<file path="config.mk">
export PLATFORM = sky130hd
export DESIGN_NAME = serial_frame_ctrl
export DESIGN_NICKNAME = d
export VERILOG_FILES = /design/src/rtl/serial_frame_ctrl.sv
export SDC_FILE = /design/constraint.sdc
export NUM_CORES = 1
export LEC_CHECK = 0
export ABC_AREA = 1
export CORE_ASPECT_RATIO = 0.75
export CORE_MARGIN = 1
export CORE_UTILIZATION = 35
export DETAILED_ROUTE_END_ITERATION = 7
export GPL_TIMING_DRIVEN = 0
export PLACE_DENSITY = 0.51
export SKIP_CTS_REPAIR_TIMING = 1
export SYNTH_ARGS = -nofsm -noshare
export SYNTH_HDL_FRONTEND = slang
export SYNTH_SLANG_ARGS = --single-unit
</file>
<file path="constraint.sdc">
create_clock -name clk -period 3.76 [get_ports clk]
set_input_delay 0.752 -clock clk [delete_from_list [all_inputs] [get_ports clk]]
set_output_delay 0.752 -clock clk [all_outputs]
set_load 0.05 [all_outputs]
</file>
<file path="src/rtl/serial_frame_ctrl.sv">
// ---------------------------------------------------------------------------
// serial_frame_ctrl
//
// Purpose:
//   Hunts a 1-bit serial stream for a sync pattern (overlapping detection),
//   then captures a fixed-length payload and presents it to a word-level
//   consumer over a valid/ready handshake. Owns all framing state.
//
// Parameters:
//   PAT_LEN  sync pattern length in bits (2..16)
//   PAT      sync pattern, first received bit is the MSB
//   PAY_LEN  payload length in bits (1..32)
//
// Ports:
//   clk      in   1        single clock, everything sampled on posedge
//   rst      in   1        synchronous active-high reset, highest priority
//   x        in   1        serial data, one bit per clock
//   ready    in   1        consumer accepts data when valid && ready
//   data     out  PAY_LEN  captured payload, first payload bit is the MSB
//   valid    out  1        data holds an unconsumed frame
//   sync     out  1        one-cycle pulse after the last pattern bit
//   overrun  out  1        sticky: a frame was dropped because valid was
//                          held without ready
//   state    out  2        0 = HUNT, 1 = LOAD (FSM state, also for checkers)
//
// Handshake: a transfer happens at any posedge where valid && ready. valid
// rises only when a frame completes; data never changes while valid is high
// and unconsumed; ready is ignored while valid is low.
// ---------------------------------------------------------------------------
module serial_frame_ctrl #(
  parameter int unsigned          PAT_LEN = 5,
  parameter logic [PAT_LEN-1:0]   PAT     = 5'b11011,
  parameter int unsigned          PAY_LEN = 8
) (
  input  logic               clk,
  input  logic               rst,
  input  logic               x,
  input  logic               ready,
  output logic [PAY_LEN-1:0] data,
  output logic               valid,
  output logic               sync,
  output logic               overrun,
  output logic [1:0]         state
);

  localparam int unsigned CW  = $clog2(PAY_LEN + 1);
  localparam int unsigned HW  = $clog2(PAT_LEN);
  // Only PAY_LEN-1 payload bits need storing: the last bit is taken live
  // from x on the completing edge.
  localparam int unsigned SHW = (PAY_LEN > 1) ? PAY_LEN - 1 : 1;

  typedef enum logic [1:0] {
    HUNT = 2'd0,
    LOAD = 2'd1
  } state_e;

  state_e               state_q, state_d;
  // Window keeps the previous PAT_LEN-1 bits; the newest bit is x itself.
  logic [PAT_LEN-2:0]   win_q, win_d;
  logic [HW-1:0]        hist_q, hist_d;
  logic [CW-1:0]        cnt_q, cnt_d;
  logic [SHW-1:0]       sh_q, sh_d;
  logic [PAY_LEN-1:0]   data_q, data_d;
  logic                 valid_q, valid_d;
  logic                 sync_q, sync_d;
  logic                 overrun_q, overrun_d;

  logic [PAT_LEN-1:0]   win_full;
  logic [PAY_LEN-1:0]   frame_w;

  assign win_full = {win_q, x};

  generate
    if (PAY_LEN == 1) begin : g_pay_one
      assign frame_w = x;
    end else begin : g_pay_many
      assign frame_w = {sh_q, x};
    end
  endgenerate

  always_ff @(posedge clk) begin
    if (rst) begin
      state_q   <= HUNT;
      win_q     <= '0;
      hist_q    <= '0;
      cnt_q     <= '0;
      sh_q      <= '0;
      data_q    <= '0;
      valid_q   <= 1'b0;
      sync_q    <= 1'b0;
      overrun_q <= 1'b0;
    end else begin
      state_q   <= state_d;
      win_q     <= win_d;
      hist_q    <= hist_d;
      cnt_q     <= cnt_d;
      sh_q      <= sh_d;
      data_q    <= data_d;
      valid_q   <= valid_d;
      sync_q    <= sync_d;
      overrun_q <= overrun_d;
    end
  end

  always_comb begin
    state_d   = state_q;
    win_d     = win_q;
    hist_d    = hist_q;
    cnt_d     = cnt_q;
    sh_d      = sh_q;
    data_d    = data_q;
    valid_d   = valid_q;
    sync_d    = 1'b0;
    overrun_d = overrun_q;

    // Consumption; a frame completing on the same edge overrides below.
    if (valid_q && ready) begin
      valid_d = 1'b0;
    end

    case (state_q)
      HUNT: begin
        win_d = win_full[PAT_LEN-2:0];
        if (hist_q < HW'(PAT_LEN - 1)) begin
          hist_d = hist_q + HW'(1);
        end
        // hist guards against matching on bits left over from reset or
        // from before the last frame.
        if ((hist_q == HW'(PAT_LEN - 1)) && (win_full == PAT)) begin
          state_d = LOAD;
          sync_d  = 1'b1;
          cnt_d   = '0;
        end
      end

      LOAD: begin
        sh_d  = frame_w[SHW-1:0];
        cnt_d = cnt_q + CW'(1);
        if (cnt_q == CW'(PAY_LEN - 1)) begin
          // Payload bits are discarded from the search: window and
          // history restart from empty.
          state_d = HUNT;
          win_d   = '0;
          hist_d  = '0;
          if (!valid_q || ready) begin
            data_d  = frame_w;
            valid_d = 1'b1;
          end else begin
            overrun_d = 1'b1;
          end
        end
      end

      default: begin
        state_d = HUNT;
        win_d   = '0;
        hist_d  = '0;
      end
    endcase
  end

  assign data    = data_q;
  assign valid   = valid_q;
  assign sync    = sync_q;
  assign overrun = overrun_q;
  assign state   = state_q;

endmodule

</file>
# == Word-level counts from Yosys, hierarchy flattened ==
# Index checks and enable logic that the tools add are counted.
# totals
out_inout_bits,13
input_bits,4
word_cells,48
reg_bits,31
# classes
add_sub_neg,2
n_bitwise,2
magnitude_cmp,1
n_reduce_logical,12
n_eq_ne,7
mux,15
# ops
cell,count
$pmux 4 s2,2
$mux 4,2
$mux 3,2
$ne 2x2->1 const B,3
$pmux 3 s2,1
$reduce_and 2->1,3
$reduce_and 3->1,2
$eq 5x5->1 const B,1
$mux 1,5
$add 4x1->4 const B,1
$eq 4x3->1 const B,1
$mux 2,2
$pmux 2 s2,1
$add 3x1->3 const B,1
$eq 3x3->1 const B,1
$lt 3x3->1 const B,1
$eq 2x1->1 const B,1
$logic_and 1x1->1,2
$logic_not 2->1,1
$not 1->1,2
$reduce_bool 2->1,1
$reduce_or 2->1,1
$logic_not 1->1,1
$logic_or 1x1->1,1

# == Longest topological paths before layout ==
# Gate-level depths: netlist of run 1.
# logic_depth
depth_word,5
depth_mapped,9
mapped_depth_nobuf,8

# == Worst setup path after synthesis of run 1 ==
# OpenSTA, ideal clock, no wires.
# synth_timing
path_kind,reg2reg
from,reg state_q[0] (netlist: state[0])
to,reg cnt_q[3]
path_buffers,1
path_slack_ns,2.317
arrival_time_ns,1.311
stages_incl_launch_ff,7
required_time_ns,3.628
setup_ns,0.132
period_less_slack_ns,1.443
cell_sequence,dfxtp_1 -> buf_2 -> nand2_1 -> nor2_1 -> nor2_1 -> nand2_1 -> a21oi_1
# synth_via
elab_chain_cells,3
elab_cells_between_ends,6
classes_between,eq/ne: 2; mux: 1; reduce/logical: 3
# synth_rtl
element,line_no,source
"start, declared",57,"state_e state_q, state_d;"
"start signal, assigned",93,state_q <= state_d;
$eq 2x1->1 / $logic_not 2->1 (equally long branches),121,case (state_q)
$reduce_bool 2->1 (no line) / $ne 2x2->1 (equally long branches),n/a,
$reduce_and 2->1 (no line),n/a,
"end signal, assigned",96,cnt_q <= cnt_d;
"end, declared",61,"logic [CW-1:0] cnt_q, cnt_d;"
# Several ways; a longest one is shown, not always the timed one.
# A chain may end at the register's enable or synchronous reset.

# == Worst setup path in the final report of run 1 ==
# layout_timing
from,reg state_q[0] (netlist: state[0])
to,out state[0]
# layout_rtl
element,line_no,source
"end, declared",43,output logic [1:0] state
# No word-level cell between the ends.

==> results.tsv, run 1 <==
metric	value	unit
largest net degree at the start of global routing	11	
Worst Path Required	3010	ps
max-cap violations	0	
clock buffer count from CTS	5	
1st-pass router iterations	4	
top-area cell type share of the netlist area	49.3	%
Layout Area Growth over Synthesis	23.9	%
Critical Path AT	1550	ps
Port Buffers	15	
pre-CTS WS	1740	ps
P_leak	0.613	nW
Mean Syn Cell Area	7.52	um2
fmax	0.435	GHz
fillers	331	
Finished Cell Area	0.00151	mm2
# setup viols final	0	
CTS tree	built	
post-synthesis sequential area ratio	49.3	%
Post-synth EDFFs	0	
warnings from Yosys	0	
startpoint types	flip-flop	
gr usage total	14.0	%
crit end category	primary output	
class of the worst hold path	reg -> reg	
Core Rows	18	
critical path's largest stage delay	840	ps
Post-Syn Instances	162	
area leader, netlist	dfxtp_1	
clk sinks	30	
Root Buffer	clkbuf_8	
Worst IR Drop VDD	0.204	mV
Die Area	0.00372	mm2
actual slew at the worst max-slew pin	506	ps
Final Wtd Congestion	0.765	
Synth Cell Area	0.00122	mm2
Async SR Flop Fraction	0	%
commonest non-fill, non-tap cell in the layout	nand2_1	
kind of critical path	reg -> out	
DRC	0	
Initial Utilization	36.8	%
Final WS setup	1460	ps
DP Wirelength	1650	um
wire per inst	10.2	um
Max FO, Critical Path	4	
clk_skew	3.75	ps
Worst slew margin	66.2	%
first-pass GRT wire length	3860	um
PwrDens	413	mW/mm2
synth top area cells	dfxtp_1, nand2_1, nor2_1, a21oi_1, inv_1	
core outline area	0.00331	mm2
Synth Flop Type	dfxtp_1	
remaining global-route overflow	0	
worst-path cell with the longest stage delay	clkdlybuf4s50_1	
vias in the first global route	897	
Synth cell types	21	
syn_nets	169	
most frequent cells in the layout	nand2_1, dfxtp_1, nor2_1	
H-tree levels	2	
delay-heaviest family, CP	buffers and inverters	
Die X	70.1	um
ANT nets after route	0	
part of the cycle the worst path needs	61.2	%
Max clock buf depth	2	
final max-slew violation count	0	
RSZ-0062 raised after global routing	false	
CP Cell Sequence	clkdlybuf4s50_1	
Register Area	601	um2
WP buf/inv	1	
routed wire length	2280	um
Die H	53.1	um
post-layout min period	2300	ps
placed cell areas	0.00142	mm2
area of the multi-input gates	509	um2
# diodes	0	
final setup TNS	0	ps
status	finished clean	
Top Ports	17	
net count reported at finish	191	
final hold vios	0	
initial antenna violation count	0	
Seq cells post-synth	30	
via count	1024	
final core occ	45.6	%
Clk Latency, worst-skew pair	280	ps
Worst-path clk slew	60	ps
Initial DRC Count	32	
share of layout cells above drive strength 1	10.3	%
vias per inst	4.55	
## cell type report
cell class | count | area share (%)
Tap cell | 40 | 3.31
Clock inverter | 1 | 0.331
Inverter | 19 | 4.72
Timing Repair Buffer | 15 | 9.94
Buffer | 6 | 2.49
Sequential cell | 30 | 39.8
Clock buffer | 7 | 5.72
Multi-Input combinational cell | 107 | 33.7
## cells by family after synthesis
family | after synthesis | synth area share, %
AND/OR/NAND/NOR | 74 | 26.3
other | 1 | 0.308
flip-flops | 30 | 49.3
AO/OA/AOI/OAI | 29 | 12.1
adder cells (fa/ha/maj) | 3 | 3.08
buffers and inverters | 25 | 8.93
## cell usage after synthesis, types with 2 or more instances
cell type   n
nand2_1    37
dfxtp_1    30
nor2_1     27
a21oi_1    19
inv_1      17
o21ai_0     8
nand3_1     5
buf_2       3
ha_1        3
inv_2       2
## power breakdown
| part | switching (W) | leakage [nW] | internal (W) |
|---|---|---|---|
| clock network | 0.000118 | 0.0482 | 0.000147 |
| logic | 0.0000170 | 0.322 | 0.0000123 |
| registers | 0.00000454 | 0.243 | 0.000324 |
| total | 0.000140 | 0.613 | 0.000483 |
## flip-flops by register name, summed over array words and instances, names as in the netlist
| signal | cells |
|---|---|
| data | 8 |
| state | 1 |
| overrun | 1 |
| cnt_q | 4 |
| valid | 1 |
| hist_q | 3 |
| sync | 1 |
| win_q | 4 |
| sh_q | 7 |
## worst paths after layout
check | from | endpoint | slack, ps | cells past startpoint
min reg2reg | win_q[3] | win_q[3] | 460 | 2
max reg2reg | cnt_q[0] | data[6] | 2360 | 9
max | state[0] | state[0] | 1460 | 1
min | win_q[3] | win_q[3] | 460 | 2
## layer usage
metal	GRT usage, %	wire (um)	vias up	share of wire, %
li1	-	-	541	-
met1	17.9	1240	467	54
met2	20.4	927	14	41
met3	5.71	95	2	4.2
met4	7.00	21	0	0.92
met5	0	0	-	0
## per-stage QoR
stage	hold WS (ps)	total power, W	instances
2_1_floorplan	440	0.000356	162
3_3_place_gp	450	0.000364	217
3_5_place_dp	456	0.000365	217
4_1_cts	466	0.000632	225
5_1_grt	495	0.000654	225
6_report	463	0.000623	225
Note: power is estimated with default switching activity, not from simulation.
==> run 2, diff against run 1 <==
- PLACE_DENSITY: 0.51 -> 0.53
- clock period: 3.76 -> 2 ns (I/O delays scaled with it)
==> run 2 against run 1 <==
Against the previous run:
- register-to-register slack got worse by 1800 ps
- worst setup slack worse by 1400 ps
- die area unchanged
- clock skew rose by 1.4 ps
- sequential power grew 88%
- highest routed layer unchanged
- critical path type unchanged
- wire length is 0.53% higher
- flip-flop and latch count did not move
- combinational power is 89% higher
- worst hold slack gained 4.7 ps
- first-iteration DRC count is 75% higher
==> results.tsv, run 2 (synthesized netlist as in run 1, its figures left out) <==
metric	value	unit	change
status	finished clean		
Layout Area Growth over Synthesis	22.7	%	
initial antenna violation count	0		unchanged
worst reg2reg setup slack	580	ps	-1780 ps
clk sinks	30		unchanged
P_leak	0.603	nW	-1.6%
P_int	0.000871	W	+80%
class of the worst hold path	reg -> reg		
final hold vios	0		unchanged
vias in the first global route	877		-2.2%
largest net degree at the start of global routing	11		unchanged
ANT nets after route	0		unchanged
DP Wirelength	1650	um	-0.11%
Max FO, Critical Path	4		unchanged
Core Rows	18		unchanged
final max-slew violation count	0		unchanged
Initial DRC Count	56		+75%
PwrDens	751	mW/mm2	+82%
Die Area	0.00372	mm2	unchanged
delay-heaviest family, CP	buffers and inverters		
startpoint types	flip-flop		
final setup TNS	0	ps	unchanged
part of the cycle the worst path needs	97.3	%	
Max clock buf depth	2		unchanged
first-pass GRT wire length	3820	um	-0.91%
commonest non-fill, non-tap cell in the layout	nand2_1		
remaining global-route overflow	0		unchanged
Top Ports	17		unchanged
critical path's largest stage delay	840	ps	about the same
Psw	0.000251	W	+80%
CP Cell Sequence	clkdlybuf4s50_1		
clock buffer count from CTS	5		unchanged
Initial Utilization	36.8	%	unchanged
share of layout cells above drive strength 1	9.24	%	-1.0 points
crit end category	primary output		
Worst-path clk slew	60	ps	about the same
actual slew at the worst max-slew pin	497	ps	-9.03 ps
crit path to	state[0]		
most frequent cells in the layout	nand2_1, dfxtp_1, nor2_1		
RR Startpoint	cnt_q[0]		
vias per inst	4.44		-2.4%
Die X	70.1	um	unchanged
Critical path origin	state[0]		
1st-pass router iterations	4		unchanged
clock power share	40.0	%	-2.6 points
r2r endpoint	data[5]		
Worst path depth	1		unchanged
fmax	0.514	GHz	
max reg flops	8		unchanged
Root Buffer	clkbuf_8		
CTS tree	built		
Comb pwr share	4.9	%	+0.2 points
core outline area	0.00331	mm2	unchanged
pre-CTS WS	350	ps	-1390 ps
post-layout min period	1950	ps	
Clk Latency, worst-skew pair	280	ps	about the same
via count	995		-2.8%
Port Buffers	15		unchanged
clk_skew	5.12	ps	+1.38 ps
DRC	0		unchanged
worst-path cell with the longest stage delay	clkdlybuf4s50_1		
Worst IR Drop VDD	0.368	mV	+80%
wire per inst	10.3	um	+0.97%
Final Wtd Congestion	0.719		-6.0%
fin cells	224		-0.44%
H-tree levels	2		unchanged
Min-Delay Path Depth	2		unchanged
WP buf/inv	1		unchanged
# diodes	0		unchanged
Final WS setup	54.5	ps	-1410 ps
Pwr Total	0.00112	W	+80%
routed wire length	2300	um	+0.53%
max-cap violations	0		unchanged
Worst Path Required	1600	ps	-1410 ps
# setup viols final	0		unchanged
Worst slew margin	66.8	%	+0.60 points
Placed Cells	217		unchanged
Critical Path AT	1550	ps	about the same
Seq pwr share	55.0	%	+2.3 points
Reg2Reg Depth	9		unchanged
kind of critical path	reg -> out		
RSZ-0062 raised after global routing	false		
Sw Share	22.4	%	-0.056 points
net count reported at finish	191		unchanged
gr usage total	13.9	%	-0.11 points
Die H	53.1	um	unchanged
[run 2: stage by stage]
step	utilization (%)	hold WS (ps)	area (um2)
after floorplan	-	440	1220
after global placement	42.9	450	1420
after detailed placement	42.9	458	1420
after CTS	45.2	467	1500
after global routing	45.2	491	1500
final	45.2	467	1500
[run 2: area by class of cell]
| class | count | area, um2 |
|---|---|---|
| Fill cell | 342 | 1820 |
| Sequential cell | 30 | 601 |
| Multi-Input combinational cell | 107 | 509 |
| Timing Repair Buffer | 15 | 150 |
| Clock buffer | 7 | 76.3 |
| Inverter | 19 | 71.3 |
| Tap cell | 40 | 50.0 |
| Buffer | 6 | 37.5 |
[run 2: routing by layer]
layer | share of wire [%] | track usage (%)
met1 | 53 | 17.4
met3 | 4.5 | 5.14
met4 | 2.0 | 9.00
met5 | 0 | 0
met2 | 40 | 20.2
[run 2: how the worst min path moves through the flow]
| stage | from | to | slack, ps |
|---|---|---|---|
| after floorplan | win_q[3] | win_q[3] | 440 |
| after global placement | win_q[3] | win_q[3] | 450 |
| final | win_q[3] | win_q[3] | 470 |
| after CTS | win_q[3] | win_q[3] | 470 |
| after global routing | sh_q[0] | sh_q[1] | 490 |
| after detailed placement | win_q[3] | win_q[3] | 460 |
[run 2: power groups by stage]
stage	clock network [W]	registers, W	logic (W)
2_1_floorplan	0	0.000629	0.0000410
3_3_place_gp	0	0.000630	0.0000554
3_5_place_dp	0	0.000631	0.0000558
4_1_cts	0.000465	0.000618	0.0000560
5_1_grt	0.000492	0.000619	0.0000657
6_report	0.000450	0.000618	0.0000555
==> variant (flow settings as in run 2) <==
Take the reset off `data_q` and load it in a clocked block of its own.
--- a/src/rtl/serial_frame_ctrl.sv
+++ b/src/rtl/serial_frame_ctrl.sv
@@ -87,3 +87,2 @@
       sh_q      <= '0;
-      data_q    <= '0;
       valid_q   <= 1'b0;
@@ -97,3 +96,2 @@
       sh_q      <= sh_d;
-      data_q    <= data_d;
       valid_q   <= valid_d;
@@ -102,2 +100,6 @@
     end
+  end
+
+  always_ff @(posedge clk) begin
+    data_q <= data_d;
   end
Behaviour: same outputs for any inputs over 10 cycles, from zero or initial values and one cycle with rst high; that may be too few to reach the edited logic, so the function may still have changed.
==> variant against run 2 <==
  * Power is 4.9% higher
  * Count of clock-buffer cells in the layout unchanged
  * Sequential power up 3.7%
  * Design area decreased by 5.6%
  * Setup slack better by 140 ps
  * Combinational power decreased by 17%
  * Clock power rose by 9.1%
  * Area after synthesis is 7.5% lower
  * Wire length shrank 8.3%
  * Sequential cell count is the same
  * Critical path depth did not move
  * Register-to-register slack worse by 310 ps
  * Core utilization is 1.9 points higher
==> variant: results (changes against run 2) <==
Synthesis
  • Ys async rst share: 0% (unchanged)
  • Post-synth top cells: nor2_1 (23), dfxtp_1 (22), nand2_1 (21) (was nand2_1 (37), dfxtp_1 (30), nor2_1 (27))
  • Synth Flop Type: dfxtp_1 (unchanged)
  • Mapped Nets: 132 (was 169)
  • Cell variety after synth: 17 (was 21)
  • Top cells by area, synth: dfxtp_1 (39%), edfxtp_1 (21%), nor2_1 (7.7%), nand2_1 (7.0%), a21oi_1 (5.8%) (was dfxtp_1 (49%), nand2_1 (11%), nor2_1 (8.3%), a21oi_1 (7.8%), inv_1 (5.2%))
  • Seq/Total Area, Yosys: 60.4% (was 49.3%)
  • Post-Synthesis Cells: 125 (was 162)
  • Post-synth EDFFs: 8 (was 0)
  • Mean Syn Cell Area: 9.02 um^2 (was 7.52 um^2)

Layout
  • Logic inverters: 8 (was 19)
  • Non-filler cells, final: 185 (was 224)
  • Comb_multi_in: 82 (was 107)
  • Fraction of area in multi-input gates: 27.6% (was 34.1%)
  • Sequential cell area: 681 um^2 (was 601 um^2)
  • Clock buffer count in the final layout: 7 (unchanged)
  • Layout cells sized above 1: 11.6% (was 9.24%)
  • Nets@finish: 153 (was 191)
  • Buffers, non-clock: 19 (was 21)
  • Core Util, Final: 47.1% (was 45.2%)
  • Buffer share of cell area: 12.2% (was 12.6%)
  • Clock-cell share of area: 6.47% (was 5.10%)
  • Fill cells: 299 (was 342)

Global route
  • Grt met3 use: 5.36% (was 5.14%)
  • Grt met1 use: 18.9% (was 17.4%)
  • GRT Overall Usage: 14.4% (was 13.9%)
  • Initial antenna violation count: 0 (unchanged)
  • Global-route wire length before repair: 3530 um (was 3820 um)
  • Met2 Usage GRT: 19.6% (was 20.2%)
  • Vias in the first global route: 792 (was 877)

Worst setup path
  • CP max-delay cell: clkdlybuf4s50_1 (unchanged)
  • R2R cell count: 5 (was 9)
  • Worst path max stage delay: 800 ps (was 840 ps)
  • Critical path arrival: 1410 ps (was 1550 ps)
  • Crit Path Max Fanout: 2 (was 4)

Placed design
  • Post-DP Area: 0.00132 mm^2 (was 0.00142 mm^2)
  • Gp weighted congestion: 0.770 (was 0.719)
  • Hpwl dp: 1500 um (was 1650 um)
  • Worst slack, placed: 77.5 ps (was 350 ps)
  • Post-placement cell count: 177 (was 217)
  • Number of port buffers: 14 (was 15)

STA
  • Worst-margin pin slew: 500 ps (was 497 ps)
  • Worst Clk Skew: 8.50 ps (was 5.12 ps)

Drt
  • Initial DRC count: 52 (was 56)
  • Metal3 WL: 93 um (was 104 um)
  • Met2 Wirelength: 834 um (was 927 um)
  • Vias per cell: 4.69 (was 4.44)
  • Wl on met1: 1140 um (was 1220 um)
  • Total wire length: 2110 um (was 2300 um)

Pwr
  • Leak Pwr: 0.000590 uW (was 0.000603 uW)
  • Peak VDD IR: 424 uV (was 368 uV)

Status
  • Status: completed (unchanged)

CTS
  • CTS Buffer Depth: 2 (unchanged)
  • CTS Buf Count: 5 (unchanged)

Hold path
  • Hold Path Class: input pin to flip-flop (was flip-flop to flip-flop)
variant: power breakdown:
part / leakage [uW] / internal [uW] / switching (uW)
Clock: 0.0000482 / 277 / 214
Combinational: 0.000290 / 19.2 / 26.9
Sequential: 0.000252 / 631 / 9.49
variant: path summary, 6_finish.rpt:
kind / from / endpoint / slack (ps)
worst min-delay path: rst / cnt_q[3] / 430
worst max-delay path: valid / valid / 190
worst min register to register: sh_q[6] / data[7] / 430
worst max register to register: cnt_q[0] / data[5] / 270
variant: kinds of logic (layout without fill, tap and decap cells):
| family | after synthesis | count (layout) | share of synthesized area (%) |
|---|---|---|---|
| AND/OR/NAND/NOR | 54 | 54 | 19.8 |
| flip-flops | 30 | 30 | 60.4 |
| AO/OA/AOI/OAI | 24 | 24 | 10.9 |
| buffers and inverters | 13 | 35 | 5.33 |
| adder cells (fa/ha/maj) | 3 | 3 | 3.33 |
| other | 1 | 1 | 0.333 |
